<file path="src/rtl/evt_frame_scheduler.sv">
// Double-buffered event frame scheduler: clears the write bank, accumulates for FRAME_TICKS
// cycles, then swaps banks once the video reader is idle. Optional macro: EVT_FRAME_DROP_CNT_EN.
module evt_frame_scheduler #(
  parameter int FRAME_TICKS = 1000000,
  parameter int CNT_WIDTH   = 16
) (
  input  logic                 clk_i,
  input  logic                 rst_ni,
  input  logic                 enable_i,
  input  logic                 rd_busy_i,
  input  logic                 clr_done_i,
  output logic                 clr_req_o,
  output logic                 clr_bank_o,
  output logic                 wr_en_o,
  output logic                 wr_bank_o,
  output logic                 rd_bank_o,
  output logic                 frame_valid_o,
  output logic                 swap_o,
  output logic [CNT_WIDTH-1:0] frame_cnt_o
`ifdef EVT_FRAME_DROP_CNT_EN
  ,
  output logic [CNT_WIDTH-1:0] drop_cnt_o
`endif
);

  localparam logic [2:0] ST_IDLE    = 3'd0;
  localparam logic [2:0] ST_CLEAR   = 3'd1;
  localparam logic [2:0] ST_ACCUM   = 3'd2;
  localparam logic [2:0] ST_WAIT_RD = 3'd3;
  localparam logic [2:0] ST_SWAP    = 3'd4;

  // Tick counter must reach 2*FRAME_TICKS-1 for the discard timeout.
  localparam int              TICK_W     = $clog2(2 * FRAME_TICKS);
  localparam logic [TICK_W-1:0] LAST_ACCUM = TICK_W'(FRAME_TICKS - 1);
  localparam logic [TICK_W-1:0] LAST_WAIT  = TICK_W'(2 * FRAME_TICKS - 1);

  logic [2:0]           state_reg, state_next;
  logic [TICK_W-1:0]    tick_reg, tick_next;
  logic                 clr_req_reg, wr_en_reg, swap_reg, frame_valid_reg;
  logic                 wr_bank_reg, rd_bank_reg;
  logic [CNT_WIDTH-1:0] frame_cnt_reg;
  logic                 swap_commit;

  always_comb begin
    state_next = state_reg;
    case (state_reg)
      ST_IDLE: begin
        if (enable_i) state_next = ST_CLEAR;
      end
      ST_CLEAR: begin
        // A stop request only takes effect once the clear engine has finished.
        if (clr_done_i) state_next = enable_i ? ST_ACCUM : ST_IDLE;
      end
      ST_ACCUM: begin
        if (!enable_i)                  state_next = ST_IDLE;
        else if (tick_reg == LAST_ACCUM) state_next = rd_busy_i ? ST_WAIT_RD : ST_SWAP;
      end
      ST_WAIT_RD: begin
        if (!enable_i)                  state_next = ST_IDLE;
        else if (!rd_busy_i)            state_next = ST_SWAP;
        else if (tick_reg == LAST_WAIT) state_next = ST_CLEAR;
      end
      ST_SWAP: begin
        state_next = enable_i ? ST_CLEAR : ST_IDLE;
      end
      default: state_next = ST_IDLE;
    endcase
  end

  always_comb begin
    tick_next = tick_reg;
    if (state_next == ST_ACCUM && state_reg != ST_ACCUM)
      tick_next = '0;
    else if (state_next == ST_ACCUM || state_next == ST_WAIT_RD)
      tick_next = tick_reg + 1'b1;
  end

  assign swap_commit = (state_reg == ST_SWAP) && (state_next == ST_CLEAR);

  // Outputs are decoded from the next state so every port comes straight from a flop.
  always_ff @(posedge clk_i or negedge rst_ni) begin
    if (!rst_ni) begin
      state_reg       <= ST_IDLE;
      tick_reg        <= '0;
      clr_req_reg     <= 1'b0;
      wr_en_reg       <= 1'b0;
      swap_reg        <= 1'b0;
      frame_valid_reg <= 1'b0;
      wr_bank_reg     <= 1'b0;
      rd_bank_reg     <= 1'b1;
      frame_cnt_reg   <= '0;
    end else begin
      state_reg   <= state_next;
      tick_reg    <= tick_next;
      clr_req_reg <= (state_next == ST_CLEAR);
      wr_en_reg   <= (state_next == ST_ACCUM) || (state_next == ST_WAIT_RD);
      swap_reg    <= (state_next == ST_SWAP);
      if (swap_commit) begin
        wr_bank_reg     <= ~wr_bank_reg;
        rd_bank_reg     <= ~rd_bank_reg;
        frame_valid_reg <= 1'b1;
        frame_cnt_reg   <= frame_cnt_reg + 1'b1;
      end else if (state_next == ST_IDLE) begin
        frame_valid_reg <= 1'b0;
      end
    end
  end

`ifdef EVT_FRAME_DROP_CNT_EN
  logic [CNT_WIDTH-1:0] drop_cnt_reg;

  always_ff @(posedge clk_i or negedge rst_ni) begin
    if (!rst_ni)
      drop_cnt_reg <= '0;
    else if (state_reg == ST_WAIT_RD && state_next == ST_CLEAR)
      drop_cnt_reg <= drop_cnt_reg + 1'b1;
  end

  assign drop_cnt_o = drop_cnt_reg;
`endif

  assign clr_req_o     = clr_req_reg;
  assign clr_bank_o    = wr_bank_reg;
  assign wr_en_o       = wr_en_reg;
  assign wr_bank_o     = wr_bank_reg;
  assign rd_bank_o     = rd_bank_reg;
  assign frame_valid_o = frame_valid_reg;
  assign swap_o        = swap_reg;
  assign frame_cnt_o   = frame_cnt_reg;

endmodule

</file>
<file path="config.mk">
export PLATFORM = sky130hd
export DESIGN_NAME = evt_frame_scheduler
export DESIGN_NICKNAME = d
export VERILOG_FILES = /design/src/rtl/evt_frame_scheduler.sv
export SDC_FILE = /design/constraint.sdc
export NUM_CORES = 1
export LEC_CHECK = 0
export BUFFER_PORTS_ARGS = -buffer_cell sky130_fd_sc_hd__buf_2
export CAP_MARGIN = 25
export CORE_ASPECT_RATIO = 0.7
export CORE_MARGIN = 8
export CORE_UTILIZATION = 52
export DETAILED_ROUTE_END_ITERATION = 8
export PLACE_DENSITY = 0.76
export RECOVER_POWER = 25
export SYNTH_ARGS = -nofsm -noshare
export SYNTH_HDL_FRONTEND = slang
export SYNTH_SLANG_ARGS = --single-unit
</file>
<file path="constraint.sdc">
create_clock -name clk_i -period 2.2 [get_ports clk_i]
set_input_delay 0 -clock clk_i [delete_from_list [all_inputs] [get_ports clk_i]]
set_output_delay 0 -clock clk_i [all_outputs]
set_load 0.1 [all_outputs]
</file>
After elaboration in Yosys (flattened, before gate mapping)
Index checks and enable logic that the tools add are counted.
{ "word_totals": {"regBits": 46, "out_inout_bits": 23} }
{ "classes": {"add_sub_neg": 2, "eq_ne": 11, "mux": 15, "bitwise": 2, "n_reduce_logical": 7} }
{ "op_table": {"columns": ["cell", "n"], "rows": [
  ["21-bit two-way mux", 2],
  ["3-bit two-way mux", 8],
  ["21-bit by 1-bit adder with 21-bit output, second input constant", 1],
  ["21-bit by 20-bit == test with 1-bit output, second input constant", 1],
  ["21-bit == test, second input constant", 1],
  ["16-bit by 1-bit adder with 16-bit output, second input constant", 1],
  ["3-bit case mux with 5 select lines", 1],
  ["3-bit by 2-bit == test with 1-bit output, second input constant", 4],
  ["3-bit by 1-bit == test with 1-bit output, second input constant", 2],
  ["3-bit == test, second input constant", 2],
  ["3-bit logical NOT", 2],
  ["2-bit nonzero test", 2],
  ["1-bit two-way mux", 3],
  ["3-bit by 2-bit != test with 1-bit output, second input constant", 1],
  ["1-bit logical AND", 2],
  ["2-bit two-way mux", 1],
  ["1-bit NOT", 2],
  ["1-bit logical OR", 1]
]} }

Depth between registers and ports, before layout
Gate-level depths: netlist of the first run.
{ "depth": {"depth_word": 9, "ltp_mapped": 8} }

Worst setup path after synthesis of the first run
OpenSTA, ideal clock, no wires.
{ "synth_timing": {"path_type": "register to register", "start": "reg frame_cnt_reg[0], in the netlist frame_cnt_o[0]", "end": "reg frame_cnt_reg[10], in the netlist frame_cnt_o[10]", "setup_ps": 158, "t_arrival_ps": 2048, "t_required_ps": 2042, "setup_slack_ps": -6, "path_stages_with_launch": 7, "path_buffers": 0, "period_less_slack_ps": 2206, "path_cell_list": "dfrtp_1 ha_1 and3_1 nand4_1 nor2_1 nand3_1 xnor2_1"} }
{ "synth_between": {"elab_chain_cells": 1} }
{ "synth_lines": {"columns": ["item", "line_no", "rtl"], "rows": [
  ["start, declared", "41", "logic [CNT_WIDTH-1:0] frame_cnt_reg;"],
  ["start signal, assigned", "102", "frame_cnt_reg <= frame_cnt_reg + 1'b1;"],
  ["16-bit by 1-bit adder with 16-bit output", "102", null]
]} }
No other way between the ends.
A chain may end at the register's enable or synchronous reset.

Final worst setup path of the first run
{ "layout_timing": {"start": "reg tick_reg[1]", "end": "reg tick_reg[17]"} }
{ "layout_between": {"elab_chain_cells": 8, "word_cells_on_any_way": 16, "classes_between": "add/sub (1); eq/ne (4); mux (8); reduce/logical (3)"} }
{ "layout_lines": {"columns": ["item", "line_no", "rtl"], "rows": [
  ["start, declared", "38", "logic [TICK_W-1:0] tick_reg, tick_next;"],
  ["start signal, assigned", "94", "tick_reg <= tick_next;"],
  ["21-bit == test", "61", "else if (tick_reg == LAST_WAIT) state_next = ST_CLEAR;"],
  ["3-bit two-way mux", "61", null],
  ["3-bit two-way mux", "60", "else if (!rd_busy_i) state_next = ST_SWAP;"],
  ["3-bit two-way mux", "59", "if (!enable_i) state_next = ST_IDLE;"],
  ["3-bit case mux with 5 select lines", "46", "case (state_reg)"],
  ["3-bit by 2-bit == test with 1-bit output, on equally long branches", "72, 74", null],
  ["1-bit logical AND or 1-bit logical OR (tied branches)", "72, 74", null],
  ["21-bit two-way mux or 2-bit nonzero test (tied branches)", null, null]
]} }
Parallel ways exist; a longest one is shown, timed or not. The select of a mux whose other input is x is not followed.

==> out/results.md, run 1 <==
| Step | Item | This run |
|:---|:---|:---|
| outcome | Result of the run | finished with violations |
| outcome | Violations in the final reports | setup timing |
| critical path | Sum of buffers and inverters on the critical path | 1 |
| cells and area | Area used by multi-input combinational logic | 1174 sq um |
| power | Sequential group share of total power | 43.5% |
| timing | Worst setup margin | -0.04742 ns |
| cells and area | # diodes | 0 |
| routing | Via count normalized by instance count | 5.901 |
| placement | Buffers on Ports | 27 |
| timing | Slew at the pin closest to its max-slew limit | 1.405 ns |
| timing | Setup repair after global routing missed its margin | yes |
| synth | Area of the mapped netlist | 2297 sq um |
| placement | Worst Setup Slack post-DPL | -0.09225 ns |
| timing | Final number of max-transition violations | 0 |
| critical path | Setup crit end kind | flop |
| power | Net Sw Power | 0.6577 mW |
| critical path | Worst setup path start | tick_reg[1] |
| clock network | CTS Root Cell | sky130_fd_sc_hd__clkbuf_8 |
| worst hold path | Hold Crit Class | input pin to flop |
| routing | Via count | 2024 |
| critical path | Worst reg2reg path depth | 8 |
| cells and area | Post-layout net count | 294 |
| critical path | Worst setup slack for register-to-register paths | -0.05 ns |
| clock network | Total clock sinks | 46 |
| critical path | Max Fanout on Critical Path | 6 |
| timing | Highest clock rate | 445.0 MHz |
| global route | Pin count of the biggest net entering global routing | 28 |
| clock network | Clk_lat worst skew | 0.30 ns |
| routing | Residual DRC | 0 |
| critical path | Destination of the worst register-to-register timing path | tick_reg[17] |
| synth | Predominant post-synthesis flop cell | sky130_fd_sc_hd__dfrtp_1 |
| critical path | Ordered cell list for the critical path | ha_2 > and4_4 > nand4_4 > o31ai_4 > o2111ai_2 > buf_6 > or4_4 > a21oi_2 |
| cells and area | Number of flip-flops under the largest register name | 21 |
| timing | Slew Limit Headroom | 6.357% |
| synth | Cell count after synthesis | 225 |
| global route | Total overflow reported by the global router | 0 |
| critical path | Critical path startpoint category | flop |
| critical path | Critical path endpoint | tick_reg[17] |
| clock network | Inserted Clock Buffers | 5 |
| floorplan | Top-level port count | 28 |
| global route | Global-route wire length before repair | 8763 um |
| placement | Post-Place Cells | 323 |
| critical path | CP required | 2.43 ns |
| routing | DR WL/cell | 16.38 um |
| floorplan | Die boundary height | 71.61 um |
| global route | Vias in the first global route | 1855 |
| routing | Sum of routed wire length over all layers | 5617 um |
| power | Comb pwr share | 20.5% |
| power | Clock network power share | 36.0% |
| critical path | Crit path max-delay family | simple AND/OR/NAND/NOR gates |
| critical path | WS Path Type | flop to flop |
| clock network | TritonCTS clock tree | done |
| synth | Seq/Total Area, Yosys | 50.16% |
| timing | Final setup skew | 0.006201 ns |
| timing | Smallest hold slack | 0.07010 ns |
| placement | Global placement routability congestion | 0.9279 |
| synth | Top post-synthesis cells by area | sky130_fd_sc_hd__dfrtp_1, sky130_fd_sc_hd__xnor2_1, sky130_fd_sc_hd__a21oi_1, sky130_fd_sc_hd__or3_1, sky130_fd_sc_hd__nand3_1 |
| cells and area | Seq. cell area | 1154 sq um |
| clock network | Clock tree buffer depth | 2 |
| power | Leakage | 1.388 nW |
| timing | Post-route fraction of the period consumed by the critical path | 102.2% |
| synth | Cell with the most instances after synthesis | sky130_fd_sc_hd__dfrtp_1 |
| cells and area | Filler cell count in the final layout | 316 |
| synth | Number of nets produced by synthesis | 232 |
| critical path | Data arrival at the endpoint of the critical path | 2.48 ns |
| floorplan | Die Span X | 95.44 um |
| routing | Routed Antenna Nets | 0 |
| floorplan | Die area | 6834 sq um |
| routing | Initial DRC count | 162 |
| critical path | Maximum single-stage delay on the critical path | 0.47 ns |
| power | Power per cell area | 706.2 nW/um^2 |
| floorplan | Starting utilization of the core area | 53.37% |
| cells and area | Fraction of layout cells with a size suffix above 1 | 34.72% |
| timing | Minimum period implied by the final worst setup slack | 2.247 ns |
| power | Power Total | 2.130 mW |
| synth | Synth unique cells | 47 |
| power | Worst-case vdd ir drop | 0.6990 mV |
| synth | Top-area cell type share of the netlist area | 49.02% |
| clock network | CTS clk-pin slew, worst paths | 0.09 ns |
| timing | Final setup fails | 14 |
| global route | Number of antenna violations at the first check in global routing | 0 |
| routing | Pre-antenna DRT Iters | 4 |
| floorplan | Area of the core region | 4304 sq um |
| synth | List of most frequent post-synthesis cells | sky130_fd_sc_hd__dfrtp_1, sky130_fd_sc_hd__a21oi_1, sky130_fd_sc_hd__nand2_1 |
| synth | Number of flip-flops and latches in the synthesized netlist | 46 |
| synth | Number of enable-type register cells in the synthesized netlist | 0 |
| power | Internal | 1.472 mW |
| synth | Library cell occupying the most area in the post-synthesis netlist | sky130_fd_sc_hd__dfrtp_1 |
| synth | Warnings from Yosys | 0 |
| power | Sw Ratio | 30.89% |
| critical path | Max stage delay cell, worst path | sky130_fd_sc_hd__or4_4 |
| floorplan | Core Rows | 20 |
| cells and area | Area growth syn-to-layout | 31.26% |
| synth | Ys async rst share | 100.0% |
| synth | Syn Area/Cell | 10.21 sq um |
| critical path | Critical register-to-register path startpoint | tick_reg[1] |
| cells and area | Count of placed standard cells in the final layout, fillers left out | 343 |
| cells and area | Post-layout utilization of the core | 70.06% |
| job | Max-cap violation count | 0 |
| critical path | Cell count along the critical path | 8 |
| global route | Combined global-route utilization of all metal layers | 16.22% |
| clock network | CTS HTree Levels | 2 |
| placement | Hpwl dp | 3717 um |
| timing | Number of hold-slack violations in the final timing report | 0 |
routing by layer:
metal	up-vias	GRT usage, %	routed length (um)
met3	11	5.115	458
met5	-	0	0
li1	950	-	-
met2	85	24.29	2611
met4	0	5.603	95
met1	978	21.50	2451
placed cells by master (no fill, tap or decap), types with 3 or more instances in the layout:
cell type / netlist / layout
sky130_fd_sc_hd__dfrtp_1: 45 / 44
sky130_fd_sc_hd__buf_4: 2 / 27
sky130_fd_sc_hd__buf_2: 3 / 26
sky130_fd_sc_hd__nand2_1: 17 / 16
sky130_fd_sc_hd__nand3_1: 13 / 13
sky130_fd_sc_hd__a21oi_1: 17 / 12
sky130_fd_sc_hd__or3_1: 13 / 12
sky130_fd_sc_hd__xnor2_1: 11 / 11
sky130_fd_sc_hd__nor2_1: 8 / 8
sky130_fd_sc_hd__o21ai_0: 11 / 8
sky130_fd_sc_hd__inv_1: 7 / 7
sky130_fd_sc_hd__nand4_1: 7 / 7
sky130_fd_sc_hd__xor2_1: 7 / 7
sky130_fd_sc_hd__buf_6: 1 / 7
sky130_fd_sc_hd__and3_1: 6 / 6
sky130_fd_sc_hd__clkbuf_8: 0 / 6
sky130_fd_sc_hd__a21oi_2: 0 / 5
sky130_fd_sc_hd__o21ai_1: 5 / 4
sky130_fd_sc_hd__o31ai_1: 5 / 4
sky130_fd_sc_hd__and2_1: 3 / 3
sky130_fd_sc_hd__o21ai_2: 0 / 3
how the worst min path moves through the flow:
stage          slack [ns]      from  cells past startpoint              to
3_3_place_gp         0.04    rst_ni                      1  frame_cnt_o[3]
2_1_floorplan       -0.30    rst_ni                      0      clr_bank_o
5_1_grt              0.06  enable_i                      3          swap_o
6_report             0.07  enable_i                      3    state_reg[2]
3_5_place_dp         0.04    rst_ni                      1  frame_cnt_o[5]
4_1_cts              0.04  enable_i                      3    state_reg[2]
per-stage QoR:
step | TNS (ns) | area (sq um)
3_5_place_dp | -0.1575 | 2638
2_1_floorplan | 0 | 2298
6_report | -0.3307 | 3015
4_1_cts | -0.01357 | 2904
3_3_place_gp | 0 | 2638
5_1_grt | -1.833 | 3015
cells by family (layout without fill, tap and decap cells):
group | count (synthesis) | in the layout | synth area share [%]
xor+xnor | 18 | 18 | 6.863
flops | 46 | 46 | 50.16
buf+inv | 16 | 79 | 3.431
fa+ha+maj | 2 | 2 | 1.089
mux | 2 | 2 | 0.9259
simple gates | 92 | 92 | 23.75
compound gates | 49 | 49 | 13.78
worst min-delay path: stages:
cell and delay, ns:
sky130_fd_sc_hd__buf_2 0.13, sky130_fd_sc_hd__nand2_1 0.14, sky130_fd_sc_hd__nor4_1 0.06
power by group through the flow:
stage	clock network, mW	registers [mW]	logic (mW)
2_1_floorplan	0	1.12	0.134
3_3_place_gp	0	0.938	0.410
3_5_place_dp	0	0.940	0.414
4_1_cts	0.782	0.923	0.421
5_1_grt	0.815	0.932	0.460
6_report	0.766	0.927	0.436
cell type report:
type	count	area share, %
Sequential cell	46	38.26
Timing Repair Buffer	64	14.94
Clock inverter	2	1.992
Multi-Input combinational cell	163	38.92
Clock buffer	6	2.739
Tap cell	55	2.282
Inverter	7	0.8714
timing repair:
action / CTS / global route
hold buffers: 2 / 0
setup endpoints to repair: 13 / 22
gates resized for setup: 11 / 25
pin swaps: 9 / 17
endpoints found under the hold margin: 28 / 0
buffers inserted: 8 / 2
(Power assumes the default switching activity.)
==> run 2: changes to the inputs <==
==> constraint.sdc (replaced) <==
create_clock -name clk_i -period 2 [get_ports clk_i]
set_input_delay 0 -clock clk_i [delete_from_list [all_inputs] [get_ports clk_i]]
set_output_delay 0 -clock clk_i [all_outputs]
set_load 0.1 [all_outputs]
==> run 2 against run 1 <==
Net effect:
- the flow still finishes with violations (setup timing)
- non-clock buffer count up 19
- clock-buffer cell count increased by 1
- cell area is 4.3% higher
- combinational power grew 22%
- setup slack worse by 0.22 ns
- global-route usage rose by 1.1 points
- utilization grew 3.0 points
- fmax is 0.82% lower
- via count grew 4.2%
- worst hold slack got worse by 0.032 ns
- die area unchanged
- final cell count grew 5.5%
- critical path type unchanged
- critical endpoint is now tick_reg[8]
==> out/results.md, run 2 (same netlist as run 1, synthesis figures left out) <==
| Step | Item | This run |
|:---|:---|:---|
| cells and area | Post-layout net count | 313 |
| global route | Global-route wire length before repair | 9342 um |
| placement | Post-Place Cells | 342 |
| cells and area | Area used by multi-input combinational logic | 1187 sq um |
| global route | Global Route met1 Usage | 23.55% |
| outcome | Violations in the final reports | setup timing |
| cells and area | # diodes | 0 |
| routing | Sum of routed wire length over all layers | 6186 um |
| floorplan | Top-level port count | 28 |
| routing | Via count normalized by instance count | 5.826 |
| timing | Slew at the pin closest to its max-slew limit | 1.173 ns |
| placement | Global placement routability congestion | 0.9288 |
| power | Net Sw Power | 0.7383 mW |
| clock network | CTS Root Cell | sky130_fd_sc_hd__clkbuf_8 |
| clock network | CTS clk-pin slew, worst paths | 0.09 ns |
| timing | Number of hold-slack violations in the final timing report | 0 |
| routing | Residual DRC | 0 |
| power | Sw Ratio | 34.48% |
| critical path | CP required | 2.23 ns |
| timing | Slew Limit Headroom | 22.13% |
| global route | Met3 Resource Use GR | 3.967% |
| routing | Initial DRC count | 168 |
| clock network | TritonCTS clock tree | done |
| cells and area | Number of flip-flops under the largest register name | 21 |
| placement | Hpwl dp | 3894 um |
| power | Internal | 1.403 mW |
| timing | Worst setup margin | -0.2659 ns |
| timing | Final number of max-transition violations | 0 |
| cells and area | Seq. cell area | 1157 sq um |
| timing | Setup repair after global routing missed its margin | yes |
| cells and area | Filler cell count in the final layout | 307 |
| global route | Pin count of the biggest net entering global routing | 41 |
| clock network | Clk_lat worst skew | 0.30 ns |
| cells and area | Area growth syn-to-layout | 36.93% |
| clock network | CTS HTree Levels | 2 |
| routing | Pre-antenna DRT Iters | 4 |
| global route | Number of antenna violations at the first check in global routing | 0 |
| critical path | Critical path startpoint category | flop |
| floorplan | Core Rows | 20 |
| floorplan | Area of the core region | 4304 sq um |
| routing | Routed Antenna Nets | 0 |
| timing | Final setup skew | 0.007419 ns |
| global route | Vias in the first global route | 1958 |
| placement | Worst Setup Slack post-DPL | -0.2004 ns |
| critical path | Data arrival at the endpoint of the critical path | 2.50 ns |
| power | Power per cell area | 680.7 nW/um^2 |
| cells and area | Count of placed standard cells in the final layout, fillers left out | 362 |
| outcome | Result of the run | finished with violations |
| timing | Final setup fails | 25 |
| timing | Minimum period implied by the final worst setup slack | 2.266 ns |
| global route | Total overflow reported by the global router | 0 |
| cells and area | Commonest cells after routing, fill and taps aside | sky130_fd_sc_hd__buf_4, sky130_fd_sc_hd__dfrtp_1, sky130_fd_sc_hd__buf_2 |
| floorplan | Die Span X | 95.44 um |
| placement | Buffers on Ports | 27 |
| clock network | Inserted Clock Buffers | 5 |
| power | Leakage | 1.459 nW |
| critical path | WS Path Type | flop to flop |
| power | Worst-case vdd ir drop | 0.6331 mV |
| routing | DR WL/cell | 17.09 um |
| routing | Via count | 2109 |
| clock network | Clock tree buffer depth | 2 |
| clock network | Total clock sinks | 46 |
| global route | Combined global-route utilization of all metal layers | 17.37% |
| power | Clock network power share | 27.5% |
| worst hold path | Hold Crit Class | input pin to flop |
| power | Sequential group share of total power | 47.6% |
| timing | Highest clock rate | 441.3 MHz |
| global route | Most used routing layer in global routing | met2 |
| power | Comb pwr share | 24.9% |
| floorplan | Starting utilization of the core area | 53.37% |
| floorplan | Die area | 6834 sq um |
| floorplan | Die boundary height | 71.61 um |
| timing | Post-route fraction of the period consumed by the critical path | 113.3% |
| job | Max-cap violation count | 0 |
| critical path | Max Fanout on Critical Path | 4 |
| cells and area | Fraction of layout cells with a size suffix above 1 | 40.07% |
| critical path | Worst setup slack for register-to-register paths | -0.27 ns |
| global route | Met2 Resource Use GR | 25.97% |
| critical path | Setup crit end kind | flop |
## run 2: cell count changes in the layout (fill, tap and decap cells not counted), sizes merged
cell	previous run	this run
buf	61	77
clkbuf	7	11
bufinv	2	0
clkinv	0	1
## run 2: critical path, cell delays in order, from the launching register on
cell and delay (ns):
sky130_fd_sc_hd__dfrtp_1 0.38, sky130_fd_sc_hd__ha_2 0.19, sky130_fd_sc_hd__and4_4 0.24, sky130_fd_sc_hd__nand4_4 0.09, sky130_fd_sc_hd__o31ai_4 0.30, sky130_fd_sc_hd__o2111ai_2 0.21
sky130_fd_sc_hd__buf_6 0.17, sky130_fd_sc_hd__buf_12 0.12, sky130_fd_sc_hd__or3b_1 0.36, sky130_fd_sc_hd__a21oi_2 0.13
## run 2: area by class of cell
cell class	count	share of cell area (%)
Clock buffer	7	2.745
Clock inverter	1	0.1591
Tap cell	55	2.188
Timing Repair Buffer	83	19.53
Sequential cell	46	36.79
Multi-Input combinational cell	163	37.75
Inverter	7	0.8353
## run 2: repair_timing
action	in CTS	in global routing
resized for setup	16	30
hold buffers	2	0
setup endpoints to repair	23	33
setup buffers	2	6
pin swaps	13	26
gates cloned	1	1
endpoints found under the hold margin	40	0
## run 2: worst paths after layout
check	from	endpoint	cells after the start
min in group asynchronous	rst_ni	frame_cnt_o[4]	2
max in group asynchronous	rst_ni	tick_reg[15]	3
max reg2reg	tick_reg[0]	tick_reg[8]	9
min	enable_i	swap_o	3
min reg2reg	frame_cnt_o[15]	frame_cnt_o[15]	1
max	tick_reg[0]	tick_reg[8]	9
## run 2: layer usage
metal	wire (um)	vias to the layer above	part of all wire (%)
met4	82	0	1.3
met1	2631	1031	43
li1	-	991	-
met5	0	-	0
met2	3006	78	49
met3	465	9	7.5
## run 2: power groups by stage
| stage | Sequential [mW] | Combinational, mW | Clock, mW |
|---|---|---|---|
| finish | 1.02 | 0.533 | 0.589 |
| global route | 1.03 | 0.560 | 0.645 |
| CTS | 1.01 | 0.494 | 0.594 |
| detailed placement | 1.03 | 0.486 | 0 |
| global placement | 1.03 | 0.481 | 0 |
| floorplan | 1.23 | 0.148 | 0 |
## run 2: through the flow
stage / instance area, sq um / hold WS, ns / util, % / TNS (ns) / total power [mW]
after floorplan: 2303 / -0.2956 / - / -1.238 / 1.378
after global placement: 2785 / 0.1647 / 64.71 / -1.403 / 1.510
after detailed placement: 2785 / 0.1614 / 64.71 / -2.377 / 1.519
after CTS: 2983 / 0.03749 / 69.30 / -2.380 / 2.103
after global routing: 3146 / 0.05694 / 73.08 / -7.939 / 2.229
final: 3146 / 0.03850 / 73.08 / -5.133 / 2.141
